<file path="config.mk">
export PLATFORM = sky130hd
export DESIGN_NAME = rtc_bus_ctrl_flat
export DESIGN_NICKNAME = d
export VERILOG_FILES = /design/src/rtl/rtc_bus_ctrl_pkg.sv /design/src/rtl/rtc_bus_ctrl_if.sv /design/src/rtl/rtc_phase_timer.sv /design/src/rtl/rtc_bus_ctrl.sv /design/src/flat_wrapper.sv
export SDC_FILE = /design/constraint.sdc
export NUM_CORES = 1
export LEC_CHECK = 0
export CORE_MARGIN = 2
export CORE_UTILIZATION = 53
export DETAILED_ROUTE_END_ITERATION = 6
export GPL_ROUTABILITY_DRIVEN = 1
export PLACE_DENSITY_LB_ADDON = 0.1
export SKIP_CTS_REPAIR_TIMING = 1
export SLEW_MARGIN = 20
export SYNTH_ARGS = -nofsm -noshare
export SYNTH_HDL_FRONTEND = slang
export SYNTH_SLANG_ARGS = --single-unit
</file>
<file path="constraint.sdc">
create_clock -name CLK -period 3.5 [get_ports CLK]
set_input_delay 0.35 -clock CLK [delete_from_list [all_inputs] [get_ports CLK]]
set_output_delay 0.35 -clock CLK [all_outputs]
set_load 0.05 [all_outputs]
</file>
<file path="src/rtl/rtc_bus_ctrl_pkg.sv">
// Shared types and constants for the RTC multiplexed-bus controller:
// state encoding and the menu-index to RTC-register address map.
package rtc_bus_pkg;

  typedef enum logic [3:0] {
    ST_IDLE,
    ST_ADDR_SETUP,
    ST_ADDR_STROBE,
    ST_ADDR_HOLD,
    ST_DATA_SETUP,
    ST_DATA_STROBE,
    ST_DATA_HOLD,
    ST_RECOVER,
    ST_DONE
  } state_e;

  localparam logic [7:0] ADDR_CMD   = 8'hF0;
  localparam logic [7:0] ADDR_TIMER = 8'h41;

  // Index 0 is the rightmost entry.
  localparam logic [7:0][7:0] ADDR_TBL = {
    ADDR_TIMER, 8'h26, 8'h25, 8'h24, 8'h23, 8'h22, 8'h21, ADDR_CMD
  };

  function automatic logic [7:0] map_addr(input logic [2:0] dir);
    return ADDR_TBL[dir];
  endfunction

  function automatic logic is_timed(input state_e s);
    return !(s == ST_IDLE || s == ST_DONE);
  endfunction

endpackage

</file>
<file path="src/rtl/rtc_bus_ctrl_if.sv">
// Menu-side request/response and RTC pad signals of the bus controller.
interface rtc_bus_ctrl_if;
  logic       Acceso;
  logic       Mod;
  logic [2:0] DIR;
  logic [7:0] WDATA;
  logic [7:0] AD_IN;
  logic [7:0] AD_OUT;
  logic       AD_OE;
  logic       CS_n;
  logic       RD_n;
  logic       WR_n;
  logic       AD_n;
  logic [7:0] RDATA;
  logic       RVALID;
  logic       FRW;
  logic       BUSY;

  modport slave (
    input  Acceso, Mod, DIR, WDATA, AD_IN,
    output AD_OUT, AD_OE, CS_n, RD_n, WR_n, AD_n, RDATA, RVALID, FRW, BUSY
  );

  modport master (
    output Acceso, Mod, DIR, WDATA, AD_IN,
    input  AD_OUT, AD_OE, CS_n, RD_n, WR_n, AD_n, RDATA, RVALID, FRW, BUSY
  );
endinterface

</file>
<file path="src/rtl/rtc_phase_timer.sv">
// Loadable down-counter: load sets T_PHASE-1, done flags the last cycle of a phase.
module rtc_phase_timer #(
  parameter int unsigned T_PHASE = 4
) (
  input  logic clk,
  input  logic rst_n,
  input  logic load,
  output logic done
);
  logic [7:0] cnt_q, cnt_d;

  always_comb begin
    cnt_d = cnt_q;
    if (load)              cnt_d = 8'(T_PHASE - 1);
    else if (cnt_q != '0)  cnt_d = cnt_q - 8'd1;
  end

  always_ff @(posedge clk) begin
    if (!rst_n) cnt_q <= '0;
    else        cnt_q <= cnt_d;
  end

  assign done = (cnt_q == 8'd0);
endmodule

</file>
<file path="src/rtl/rtc_bus_ctrl.sv">
// Turns one menu request into one RTC address+data bus cycle; all pad and
// handshake outputs are flops decoded from the current state.
module rtc_bus_ctrl
  import rtc_bus_pkg::*;
#(
  parameter int unsigned T_PHASE = 4
) (
  input  logic           CLK,
  input  logic           RST,
  rtc_bus_ctrl_if.slave  bus
);
  state_e     state_q, state_d;
  logic [2:0] dir_q, dir_d;
  logic       mod_q, mod_d;
  logic [7:0] wdata_q, wdata_d;
  logic [7:0] ad_out_q, ad_out_d, rdata_q, rdata_d;
  logic       ad_oe_q, ad_oe_d, cs_n_q, cs_n_d, rd_n_q, rd_n_d, wr_n_q, wr_n_d;
  logic       ad_n_q, ad_n_d, rvalid_q, rvalid_d, frw_q, frw_d, busy_q, busy_d;
  logic       ph_load, ph_done;

  rtc_phase_timer #(.T_PHASE(T_PHASE)) u_timer (
    .clk   (CLK),
    .rst_n (RST),
    .load  (ph_load),
    .done  (ph_done)
  );

  always_comb begin
    state_d = state_q;
    dir_d   = dir_q;
    mod_d   = mod_q;
    wdata_d = wdata_q;
    unique case (state_q)
      ST_IDLE: if (bus.Acceso) begin
        state_d = ST_ADDR_SETUP;
        dir_d   = bus.DIR;
        mod_d   = bus.Mod;
        wdata_d = bus.WDATA;
      end
      ST_DONE: state_d = ST_IDLE;
      default: if (ph_done) state_d = state_e'(state_q + 4'd1);
    endcase
    ph_load = (state_d != state_q) && is_timed(state_d);
  end

  // Pins follow state_q one cycle later, which sets FRW at accept + 7*T_PHASE + 1.
  always_comb begin
    cs_n_d   = 1'b1;
    rd_n_d   = 1'b1;
    wr_n_d   = 1'b1;
    ad_n_d   = 1'b1;
    ad_oe_d  = 1'b0;
    ad_out_d = 8'h00;
    frw_d    = 1'b0;
    busy_d   = (state_q != ST_IDLE);
    rdata_d  = rdata_q;
    rvalid_d = 1'b0;
    case (state_q)
      ST_ADDR_SETUP, ST_ADDR_STROBE, ST_ADDR_HOLD: begin
        cs_n_d   = 1'b0;
        ad_n_d   = 1'b0;
        ad_oe_d  = 1'b1;
        ad_out_d = map_addr(dir_q);
        wr_n_d   = (state_q != ST_ADDR_STROBE);
      end
      ST_DATA_SETUP, ST_DATA_STROBE, ST_DATA_HOLD: begin
        cs_n_d = 1'b0;
        if (mod_q) begin
          ad_oe_d  = 1'b1;
          ad_out_d = wdata_q;
          wr_n_d   = (state_q != ST_DATA_STROBE);
        end else begin
          rd_n_d   = (state_q != ST_DATA_STROBE);
        end
      end
      ST_DONE: frw_d = 1'b1;
      default: ;
    endcase
    // Sample the pad on the last cycle the read strobe is low at the pin.
    if (!rd_n_q && rd_n_d) begin
      rdata_d  = bus.AD_IN;
      rvalid_d = 1'b1;
    end
  end

  always_ff @(posedge CLK) begin
    if (!RST) begin
      state_q  <= ST_IDLE;
      dir_q    <= '0;
      mod_q    <= 1'b0;
      wdata_q  <= '0;
      ad_out_q <= 8'h00;
      ad_oe_q  <= 1'b0;
      cs_n_q   <= 1'b1;
      rd_n_q   <= 1'b1;
      wr_n_q   <= 1'b1;
      ad_n_q   <= 1'b1;
      rdata_q  <= 8'h00;
      rvalid_q <= 1'b0;
      frw_q    <= 1'b0;
      busy_q   <= 1'b0;
    end else begin
      state_q  <= state_d;
      dir_q    <= dir_d;
      mod_q    <= mod_d;
      wdata_q  <= wdata_d;
      ad_out_q <= ad_out_d;
      ad_oe_q  <= ad_oe_d;
      cs_n_q   <= cs_n_d;
      rd_n_q   <= rd_n_d;
      wr_n_q   <= wr_n_d;
      ad_n_q   <= ad_n_d;
      rdata_q  <= rdata_d;
      rvalid_q <= rvalid_d;
      frw_q    <= frw_d;
      busy_q   <= busy_d;
    end
  end

  assign bus.AD_OUT = ad_out_q;
  assign bus.AD_OE  = ad_oe_q;
  assign bus.CS_n   = cs_n_q;
  assign bus.RD_n   = rd_n_q;
  assign bus.WR_n   = wr_n_q;
  assign bus.AD_n   = ad_n_q;
  assign bus.RDATA  = rdata_q;
  assign bus.RVALID = rvalid_q;
  assign bus.FRW    = frw_q;
  assign bus.BUSY   = busy_q;
endmodule

</file>
<file path="src/flat_wrapper.sv">
// flat-port wrapper written by rule: the top's interface ports become plain ports
module rtc_bus_ctrl_flat import rtc_bus_pkg::*;
#(
  parameter int unsigned T_PHASE = 4
)
  (CLK, RST, bus_Acceso, bus_Mod, bus_DIR, bus_WDATA, bus_AD_IN, bus_AD_OUT, bus_AD_OE, bus_CS_n, bus_RD_n, bus_WR_n, bus_AD_n, bus_RDATA, bus_RVALID, bus_FRW, bus_BUSY);
  rtc_bus_ctrl_if bus_i ();
  input  logic CLK;
  input  logic RST;
  input wire logic [$bits(bus_i.Acceso)-1:0] bus_Acceso;
  input wire logic [$bits(bus_i.Mod)-1:0] bus_Mod;
  input wire logic [$bits(bus_i.DIR)-1:0] bus_DIR;
  input wire logic [$bits(bus_i.WDATA)-1:0] bus_WDATA;
  input wire logic [$bits(bus_i.AD_IN)-1:0] bus_AD_IN;
  output wire logic [$bits(bus_i.AD_OUT)-1:0] bus_AD_OUT;
  output wire logic [$bits(bus_i.AD_OE)-1:0] bus_AD_OE;
  output wire logic [$bits(bus_i.CS_n)-1:0] bus_CS_n;
  output wire logic [$bits(bus_i.RD_n)-1:0] bus_RD_n;
  output wire logic [$bits(bus_i.WR_n)-1:0] bus_WR_n;
  output wire logic [$bits(bus_i.AD_n)-1:0] bus_AD_n;
  output wire logic [$bits(bus_i.RDATA)-1:0] bus_RDATA;
  output wire logic [$bits(bus_i.RVALID)-1:0] bus_RVALID;
  output wire logic [$bits(bus_i.FRW)-1:0] bus_FRW;
  output wire logic [$bits(bus_i.BUSY)-1:0] bus_BUSY;
  assign bus_i.Acceso = bus_Acceso;
  assign bus_i.Mod = bus_Mod;
  assign bus_i.DIR = bus_DIR;
  assign bus_i.WDATA = bus_WDATA;
  assign bus_i.AD_IN = bus_AD_IN;
  assign bus_AD_OUT = bus_i.AD_OUT;
  assign bus_AD_OE = bus_i.AD_OE;
  assign bus_CS_n = bus_i.CS_n;
  assign bus_RD_n = bus_i.RD_n;
  assign bus_WR_n = bus_i.WR_n;
  assign bus_AD_n = bus_i.AD_n;
  assign bus_RDATA = bus_i.RDATA;
  assign bus_RVALID = bus_i.RVALID;
  assign bus_FRW = bus_i.FRW;
  assign bus_BUSY = bus_i.BUSY;
  rtc_bus_ctrl #(.T_PHASE(T_PHASE)) u_core (.CLK(CLK), .RST(RST), .bus(bus_i));
endmodule
</file>
-- Word level (Yosys, flattened, before mapping)
Memory sizes are Yosys's and may differ from the RTL's. A register that Yosys moved wholly into a read port is not among the register bits.
Cells that the tools add are included.
- multiplexer cells: 20
- shift operators: 0
- bitwise logic cells: 1
- $mul: 0
- $lt $le $gt $ge: 1
- add/sub/neg operators: 2
- divide/modulo/power cells: 0
- reductions and logical operators: 16
- eq/ne operators: 11
- operator list (kind ; count):
    $mux W8 ; 2
    $pmux W8 S2 ; 1
    $eq A4 B3 Y1 const B ; 3
    $eq A4 B2 Y1 const B ; 2
    $eq A4 B4 Y1 const B ; 2
    $logic_not A4 Y1 ; 2
    $logic_not A8 Y1 ; 1
    $mux W1 ; 8
    $mux W4 ; 2
    $pmux W4 S2 ; 1
    $reduce_bool A8 Y1 ; 1
    $sub A8 B1 Y8 const B ; 1
    $mux W3 ; 2
    $reduce_or A3 Y1 ; 2
    $reduce_or A6 Y1 ; 1
    $add A4 B1 Y4 const B ; 1
    $eq A4 B1 Y1 const B ; 1
    $lt A3 B4 Y1 const B ; 1
    $mux W2 ; 2
    $ne A4 B2 Y1 const B ; 1
    $ne A4 B3 Y1 const B ; 1
    $ne A4 B4 Y1 ; 1
    $pmux W1 S2 ; 2
    $reduce_bool A4 Y1 ; 1
    7 further kinds ; 9
- bits in read-only memories: 64
- RAM bits: 0
- bits in latches: 0
- register bits: 48
- input bits: 23
- word-level logic and storage cells: 68
- output and inout port bits: 24
- memories: 1
- memories (name ; words ; width ; rd ports ; clocked after memory_dff ; wr ports ; RTL line ; RTL):
    (name not given) ; 8 ; 8 ; 1 ; 1 ; 0 ; rtc_bus_ctrl_pkg.sv:26 ; return ADDR_TBL[dir];

-- Depth between registers and ports, before layout
Gate-level depths: netlist (run 1).
- depth in word-level cells: 8
- mapped depth: 8

-- Hierarchy
From an unflattened synthesis (run 1), not the netlist that was laid out.
- cell total of the unflattened synthesis: 266
- area total of the unflattened synthesis: 2318.5 um^2
- by module, submodules not included (module ; seq. area each (um^2) ; area an instance (um^2) ; cells each ; instances):
    rtc_bus_ctrl ; 920.9 ; 1918.1 ; 220 ; 1
    rtc_phase_timer ; 160.2 ; 400.4 ; 46 ; 1

-- Worst setup path before layout (run 1)
No wires, ideal clock.
- path kind: reg2reg
- start: reg u_core.u_timer.cnt_q[0]
- end: reg u_core.u_timer.cnt_q[0]
- path slack: 1662 ps
- path buffers: 0
- setup time: 124 ps
- arrival time: 1714 ps
- clock period less this slack: 1838 ps
- cell stages (with the launch flop): 8
- path through: dfxtp_1 inv_1 ha_1 nor3b_1 nand3_1 mux2_4 o31ai_2 a21boi_1
- longest elaborated chain between the ends: 8
- RTL lines (what ; RTL line ; RTL):
    start, declared ; rtc_phase_timer.sv:10 ; logic [7:0] cnt_q, cnt_d;
    start signal, assigned ; rtc_phase_timer.sv:20 ; else cnt_q <= cnt_d;
    $logic_not A8 Y1 ; rtc_phase_timer.sv:23 ; assign done = (cnt_q == 8'd0);
    $mux W4 ; rtc_bus_ctrl.sv:41 ; default: if (ph_done) state_d = state_e'(state_q + 4'd1);
    $pmux W4 S2 ; rtc_bus_ctrl.sv:33 ; unique case (state_q)
    $eq A4 B4 Y1 / $logic_not A4 Y1 (equally long branches) ; rtc_bus_ctrl_pkg.sv:30 ; return !(s == ST_IDLE || s == ST_DONE);
    $logic_or A1 B1 Y1 ; rtc_bus_ctrl_pkg.sv:30 ;
    $logic_not A1 Y1 ; rtc_bus_ctrl_pkg.sv:30 ;
    $logic_and A1 B1 Y1 ; rtc_bus_ctrl.sv:43 ; ph_load = (state_d != state_q) && is_timed(state_d);
    $mux W2 / $reduce_bool A2 Y1 (equally long branches) ; n/a ;
Several ways; a longest one is shown, not always the timed one. The select of a mux whose other input is x is not followed.
A chain may end at the register's enable or synchronous reset.

==> results of run 1 <==
[worst max-delay path: cells and delay by family, from the launching register on]
family	cells	cell delay, ps
AOI/OAI and AO/OA	1	410
adders and majority gates	1	300
and+or+nand+nor	4	840
DFF	1	460
buffers and inverters	1	110
[through the flow]
step	power (mW)	cell area, sq um	instances	utilization (%)	hold WS (ps)
after floorplan	1.26	2150	216	-	426
after global placement	1.40	2650	304	67.1	436
after detailed placement	1.42	2650	304	67.1	432
after CTS	1.82	2760	312	69.9	454
after global routing	1.93	2760	312	69.9	484
final	1.80	2760	312	69.9	454
[metal layers]
layer  vias to the layer above  track usage [%]
li1                        828                -
met5                         -                0
met1                       724             23.5
met3                         5             6.17
met2                        26             33.6
met4                         0             8.93
[cell usage in the layout, fill, tap and decap left out, types with 2 or more instances in the layout]
master | synthesis | routed
nor3b_1 | 4 | 4
ha_1 | 6 | 6
nand3_1 | 4 | 4
clkdlybuf4s50_1 | 0 | 46
dfxtp_1 | 54 | 54
xor2_1 | 2 | 2
nor3_1 | 4 | 4
nor2_1 | 9 | 9
xnor2_1 | 5 | 5
mux2i_1 | 8 | 8
nor2b_1 | 11 | 11
nand2_1 | 31 | 31
a21boi_0 | 14 | 14
a21boi_1 | 3 | 3
a22o_1 | 7 | 7
inv_1 | 6 | 6
nand4_1 | 4 | 4
and3_1 | 2 | 2
o21ai_0 | 4 | 4
clkbuf_8 | 0 | 5
and2_1 | 6 | 6
[kinds of logic after synthesis]
family | share of synthesized area [%]
simple gates | 22.2
xor+xnor | 2.85
buf+inv | 2.85
fa+ha+maj | 3.48
compound gates | 14.0
mux | 4.41
flops | 50.2
[final cells by class]
| type | instances | share of cell area [%] |
|---|---|---|
| clock buffers | 6 | 2.63 |
| clock inverters | 2 | 1.36 |
| inverters | 6 | 0.817 |
| multi-input cells | 147 | 36.7 |
| flip-flops and latches | 54 | 39.2 |
| well taps | 50 | 2.27 |
| repair buffers | 47 | 17.0 |
[final timing paths]
path | end | slack (ps)
setup / recovery | flip-flop | 1280
hold / removal | u_core.bus.AD_OUT[1]$_SDFF_PN0_ | 450
setup reg to reg | flip-flop | 1280
hold reg to reg | u_core.bus.AD_OUT[1]$_SDFF_PN0_ | 450
[power by group through the flow]
stage          sequential, mW  clock, mW  combinational, mW
2_1_floorplan           0.863          0              0.392
6_report                0.768      0.406              0.629
3_3_place_gp            0.780          0              0.619
3_5_place_dp            0.783          0              0.633
5_1_grt                 0.778      0.446              0.703
4_1_cts                 0.769      0.420              0.635
==> flow_summary.ini, run 1 <==
[run_status]
status = finished clean

[worst_hold_path]
min_path_cells = 1
hp-class = flip-flop to flip-flop

[yosys]
yosys-top-cells-count = dfxtp_1, nand2_1, a21boi_0
synth_most_common_cell = dfxtp_1
synth_top_cells_by_area = dfxtp_1, nand2_1, a21boi_0
syn_inst = 216
seq_area_frac_synth_pct = 50.2
synthFlopType = dfxtp_1
ys_ff_latch = 54
synth_top_area_share_pct = 50.2
syn-cell-area_sq_mm = 0.00215
synth_warnings = 0
synth_edf_count = 0
syn_area_per_cell_sq_um = 9.97
synth_top_cell_by_area = dfxtp_1
syn-num-nets = 245
async_reset_ff_share_pct = 0
yosysUniqueCellTypes = 44

[placement]
numPortBuffers = 46
gp_congestion = 0.815
dp_hpwl_mm = 3.07
dp_slack_ps = 1300

[worst_setup_path]
startpoint = u_core.state_q[0]$_SDFF_PN0_
cp-end-kind = flip-flop
cp-start-kind = flip-flop
cp_slowest_cell = dfxtp_1
critPathRequiredTime_ps = 3710
path_class = flip-flop to flip-flop
arrival_ps = 2430
r2r_cells = 7
cp_max_fo = 12
cp_slowest_stage_delay_ps = 460
r2r-start = u_core.state_q[0]$_SDFF_PN0_
path_cells = inv_1 -> ha_1 -> nand4bb_1 -> nand2_1 -> a21boi_0 -> nor3_1 -> nand2b_1

[detailed_routing]
vias_per_cell = 5.07
drt-met1-wl_mm = 1.76
topRoutingLayerUsed = met4
drc = 0
ant_nets = 0
dr_wl_met3_um = 154
firstDrtPassIters = 4
wl_per_cell_um = 12.8
via_count = 1583
wirelength_mm = 4.01
wl_met2_mm = 2.01
drt_first_iter_violations = 98

[timing]
rsz0062_at_grt = no
setup_viol = 0
max_freq_mhz = 451
slew_violations = 0
tns_ps = 0
setup_ws_ps = 1280
period_minus_slack_ps = 2220
hold_violations = 0
clock_skew_ps = 5.56
worstMarginPinSlew_ps = 541
relSlewSlack_pct = 63.9
finalCritPeriodShare_pct = 63.4

[power]
cell_internal_pwr_mw = 1.19
switching_share_pct = 34.2
power_frac_comb_pct = 34.9
p_leak_nw = 1.03
pwr-share-seq_pct = 42.6
pwr-share-clk_pct = 22.5
cellPowerDensity_mw_per_mm2 = 654
power.switching_mw = 0.617
peakVddDrop_v = 0.000471

[cells_and_area]
multiInputGateArea_sq_mm = 0.00101
layout.nets = 290
area_growth_pct = 27.9
layout-drive-gt1-share_pct = 7.63
insertedDiodeCount = 0
fill_cells = 325
final-seq-area_sq_mm = 0.00108

[grt]
grt_pass1_vias = 1515
grt_pass1_wl_mm = 6.70
track_usage_pct = 20.1
grt_max_degree = 22
gr-total-overflow = 0
antenna_found_initial = 0

[clock_tree]
cts_sinks = 54
cts_max_level = 2
cts_root_buf = clkbuf_8
cts_buffer_depth = 2
clk_latency_ps = 310
cts_tree = done
cts_inserted_buffers = 5
cts.clk_slew.worst_paths_ps = 90

[floorplanning]
ios = 47
num_rows = 23
die_x_um = 67.8
coreArea_sq_mm = 0.00394
dieArea_sq_mm = 0.00459
die_h_um = 67.8
start_util_pct = 54.6

[run]
maxCapViolCount = 0
(Power assumes the default switching activity.)
==> inputs of run 2 (changes only) <==
Settings changed: CORE_UTILIZATION 53 to 50.
Clock period 3.5 ns to 2.2 ns, I/O delays scaled along.
==> flow_summary.ini, run 2 (same netlist as run 1, synthesis figures left out) <==
[worst_setup_path]
critPathRequiredTime_ps = 2410
path_depth = 7
cp-start-kind = flip-flop
regToRegSetupSlack_ps = 270
r2r-start = u_core.state_q[0]$_SDFF_PN0_
path_class = flip-flop to flip-flop
crit_end = u_core.u_timer.cnt_q[7]$_SDFFE_PP0P_
startpoint = u_core.state_q[0]$_SDFF_PN0_
cp_top_family = simple AND/OR/NAND/NOR gates
cp_max_fo = 8
cp_slowest_cell = nor3b_1
cp_slowest_stage_delay_ps = 450
r2r_cells = 7
path_cells = inv_1 -> ha_1 -> nor3b_1 -> nand3b_1 -> nand4_1 -> o22a_2 -> nor2_1
cp-end-kind = flip-flop
worstReg2RegEnd = u_core.u_timer.cnt_q[7]$_SDFFE_PP0P_
arrival_ps = 2140
crit_buf_inv = 1

[floorplanning]
die_h_um = 69.6
coreArea_sq_mm = 0.00409
start_util_pct = 52.7
ios = 47
dieArea_sq_mm = 0.00485
die_x_um = 69.6
num_rows = 23

[cells_and_area]
area_growth_pct = 29.8
layout-drive-gt1-share_pct = 10.4
final_cell_count_no_fill = 319
final_cell_mix = dfxtp_1, clkdlybuf4s50_1, nand2_1, a21boi_0, nor2b_1
final_common_cell = dfxtp_1
layout.nets = 297
fill_cells = 338
insertedDiodeCount = 0
fin_util_pct = 68.4

[timing]
tns_ps = 0
hold_ws_ps = 454
hold_violations = 0
worstMarginPinSlew_ps = 546
max_freq_mhz = 519
slew_violations = 0
relSlewSlack_pct = 63.5
period_minus_slack_ps = 1930
clock_skew_ps = 14.0
rsz0062_at_grt = no
setup_viol = 0
finalCritPeriodShare_pct = 87.6

[power]
cellPowerDensity_mw_per_mm2 = 1020
peakVddDrop_v = 0.000610
power_mw = 2.85
p_leak_nw = 1.06

[detailed_routing]
firstDrtPassIters = 4
ant_nets = 0
drt_first_iter_violations = 42
wirelength_mm = 3.91
wl_per_cell_um = 12.3
drc = 0
vias_per_cell = 5.09
via_count = 1624

[grt]
gr-total-overflow = 0
grt_max_degree = 20
antenna_found_initial = 0
grt_pass1_vias = 1600
grt_pass1_wl_mm = 6.91
track_usage_pct = 17.4

[run]
maxCapViolCount = 0

[run_status]
status = finished clean

[clock_tree]
cts_buffer_depth = 2
cts_sinks = 54
cts_root_buf = clkbuf_8
cts_inserted_buffers = 5
cts_tree = done
clk_latency_ps = 310
cts.clk_slew.worst_paths_ps = 110
cts_max_level = 2

[placement]
dp_hpwl_mm = 2.93
numPortBuffers = 46
gp_congestion = 0.854
dp_cells = 311

[worst_hold_path]
hp-class = flip-flop to flip-flop
run 2: cell types whose count changed in the layout (fill, tap and decap cells not counted):
cell / previous run / this run
clkbuf_1: 1 / 0
inv_8: 0 / 1
bufinv_16: 1 / 0
buf_4: 1 / 8
a21boi_0: 14 / 13
clkinv_4: 0 / 2
clkinvlp_4: 1 / 0
a21boi_1: 3 / 4
run 2: routing by layer:
| metal | wire (um) | vias to the layer above | track usage (%) |
|---|---|---|---|
| li1 | - | 841 | - |
| met1 | 1900 | 743 | 21.6 |
| met2 | 1750 | 34 | 28.4 |
| met3 | 202 | 6 | 3.92 |
| met4 | 53 | 0 | 8.55 |
| met5 | 0 | - | 0 |
run 2: how the worst min path moves through the flow:
stage	endpoint	cells past startpoint
6_report	u_core.bus.AD_OUT[2]$_SDFF_PN0_	1
5_1_grt	u_core.wdata_q[0]$_SDFFE_PN0N_	3
4_1_cts	u_core.wdata_q[0]$_SDFFE_PN0N_	3
3_5_place_dp	u_core.bus.AD_OUT[1]$_SDFF_PN0_	1
3_3_place_gp	u_core.bus.AD_OUT[2]$_SDFF_PN0_	1
2_1_floorplan	u_core.mod_q$_SDFFE_PN0N_	2
run 2: stage by stage:
stage                     setup WS, ps  cell area, sq um
after floorplan                    362              2150
after global placement             315              2700
after detailed placement           241              2700
after CTS                          239              2800
after global routing              78.6              2800
final                              273              2800
run 2: power by group:
part / total (mW) / leakage, nW / switching [mW] / internal [mW]
Sequential: 1.22 / 0.442 / 0.102 / 1.12
Clock: 0.572 / 0.0502 / 0.336 / 0.236
Combinational: 1.05 / 0.572 / 0.582 / 0.470
run 2: cell type report:
| cell class | count | area, sq um | share of cell area, % |
|---|---|---|---|
| Inverter | 6 | 22.5 | 0.805 |
| Clock buffer | 5 | 68.8 | 2.46 |
| Clock inverter | 3 | 28.8 | 1.03 |
| Multi-Input combinational cell | 147 | 1010 | 36.2 |
| Tap cell | 50 | 62.6 | 2.24 |
| Timing Repair Buffer | 54 | 520 | 18.6 |
| Sequential cell | 54 | 1080 | 38.7 |
run 2: worst reg2reg max path, delay by kind of cell (launching register included):
kind                     cells  cell delay [ps]
buffers and inverters        1              120
flip-flops                   1              380
AO/OA/AOI/OAI                1              220
adder cells (fa/ha/maj)      1              290
AND/OR/NAND/NOR              4              820
==> inputs of run 3 (changes only) <==
Settings changed: PLACE_DENSITY from default to 0.79, PLACE_DENSITY_LB_ADDON 0.1 to default.
==> flow_summary.ini, run 3 (same netlist as run 1, synthesis figures left out) <==
[worst_setup_path]
cp_max_fo = 8
critPathRequiredTime_ps = 2400
startpoint = u_core.state_q[1]$_SDFF_PN0_
r2r-start = u_core.state_q[1]$_SDFF_PN0_
cp-end-kind = flip-flop
path_class = flip-flop to flip-flop
cp-start-kind = flip-flop
arrival_ps = 2150
regToRegSetupSlack_ps = 250

[clock_tree]
cts_max_level = 2
cts_root_buf = clkbuf_8
cts_buffer_depth = 2
cts_inserted_buffers = 5
cts_sinks = 54
clk_latency_ps = 300
cts.clk_slew.worst_paths_ps = 100
cts_tree = done

[timing]
rsz0062_at_grt = no
setup_viol = 0
worstMarginPinSlew_ps = 572
clock_skew_ps = 5.88
hold_ws_ps = 454
max_freq_mhz = 512
setup_ws_ps = 248
finalCritPeriodShare_pct = 88.7
slew_violations = 0
relSlewSlack_pct = 61.9
tns_ps = 0
period_minus_slack_ps = 1950
hold_violations = 0

[cells_and_area]
design_area_sq_mm = 0.00279
area_growth_pct = 29.7
final_common_cell = dfxtp_1
final_cell_mix = dfxtp_1, clkdlybuf4s50_1, nand2_1, a21boi_0, nor2b_1
fill_cells = 338
layout-drive-gt1-share_pct = 9.36
insertedDiodeCount = 0
final_cell_count_no_fill = 317
layout.nets = 295

[floorplanning]
dieArea_sq_mm = 0.00485
start_util_pct = 52.7
num_rows = 23
die_x_um = 69.6
ios = 47
coreArea_sq_mm = 0.00409
die_h_um = 69.6

[grt]
grt_pass1_wl_mm = 6.93
track_usage_pct = 17.7
gr-total-overflow = 0
grt_max_degree = 18
antenna_found_initial = 0
grt_pass1_vias = 1499

[detailed_routing]
vias_per_cell = 5.14
topRoutingLayerUsed = met4
wirelength_mm = 4.11
ant_nets = 0
wl_per_cell_um = 13.0
dr_wl_met3_um = 207
via_count = 1628
drc = 0
drt-met1-wl_mm = 1.90
drt_first_iter_violations = 71
wl_met2_mm = 1.95
firstDrtPassIters = 4

[power]
p_leak_nw = 1.06
cellPowerDensity_mw_per_mm2 = 1050
peakVddDrop_v = 0.000576

[placement]
gp_congestion = 0.867
dp_hpwl_mm = 3.00
dp_slack_ps = 112
dp_cells = 309
dpl_cell_area_sq_mm = 0.00268
numPortBuffers = 46

[run]
maxCapViolCount = 0

[run_status]
status = finished clean

[worst_hold_path]
hp-class = flip-flop to flip-flop
-- run 3: final timing paths --
path / endpoint / cells past startpoint
max: flip-flop / 7
min: u_core.bus.AD_OUT[5]$_SDFF_PN0_ / 1
max reg2reg: flip-flop / 7
min reg2reg: u_core.bus.AD_OUT[5]$_SDFF_PN0_ / 1
-- run 3: per-stage QoR --
stage / util, % / power, mW
3_3_place_gp: 65.7 / 2.28
2_1_floorplan: - / 2.00
3_5_place_dp: 65.7 / 2.30
6_report: 68.4 / 2.93
5_1_grt: 68.4 / 3.11
4_1_cts: 68.4 / 2.95
-- run 3: area by class of cell --
cell class | instances | area, sq um | share of cell area (%)
repair buffers | 52 | 505 | 18.1
flip-flops and latches | 54 | 1080 | 38.7
inverters | 6 | 22.5 | 0.806
multi-input cells | 147 | 1010 | 36.2
clock inverters | 2 | 37.5 | 1.34
clock buffers | 6 | 72.6 | 2.60
well taps | 50 | 62.6 | 2.24
-- run 3: critical path: stages (launching register included) --
cell	delay [ps]
dfxtp_1	470
inv_1	110
ha_1	280
nand4bb_1	280
nand2_1	110
a21boi_1	330
nor3_1	130
nand2b_1	150
-- run 3: report_power, final --
group	internal (mW)	switching [mW]	total [mW]	leakage, nW
registers	1.12	0.0978	1.22	0.442
logic	0.465	0.595	1.06	0.563
clock network	0.340	0.311	0.650	0.0514
-- run 3: layer usage --
layer  up-vias  GRT usage [%]
li1        843              -
met1       741           22.3
met2        39           29.7
met3         5           4.80
met4         0           5.13
met5         -              0
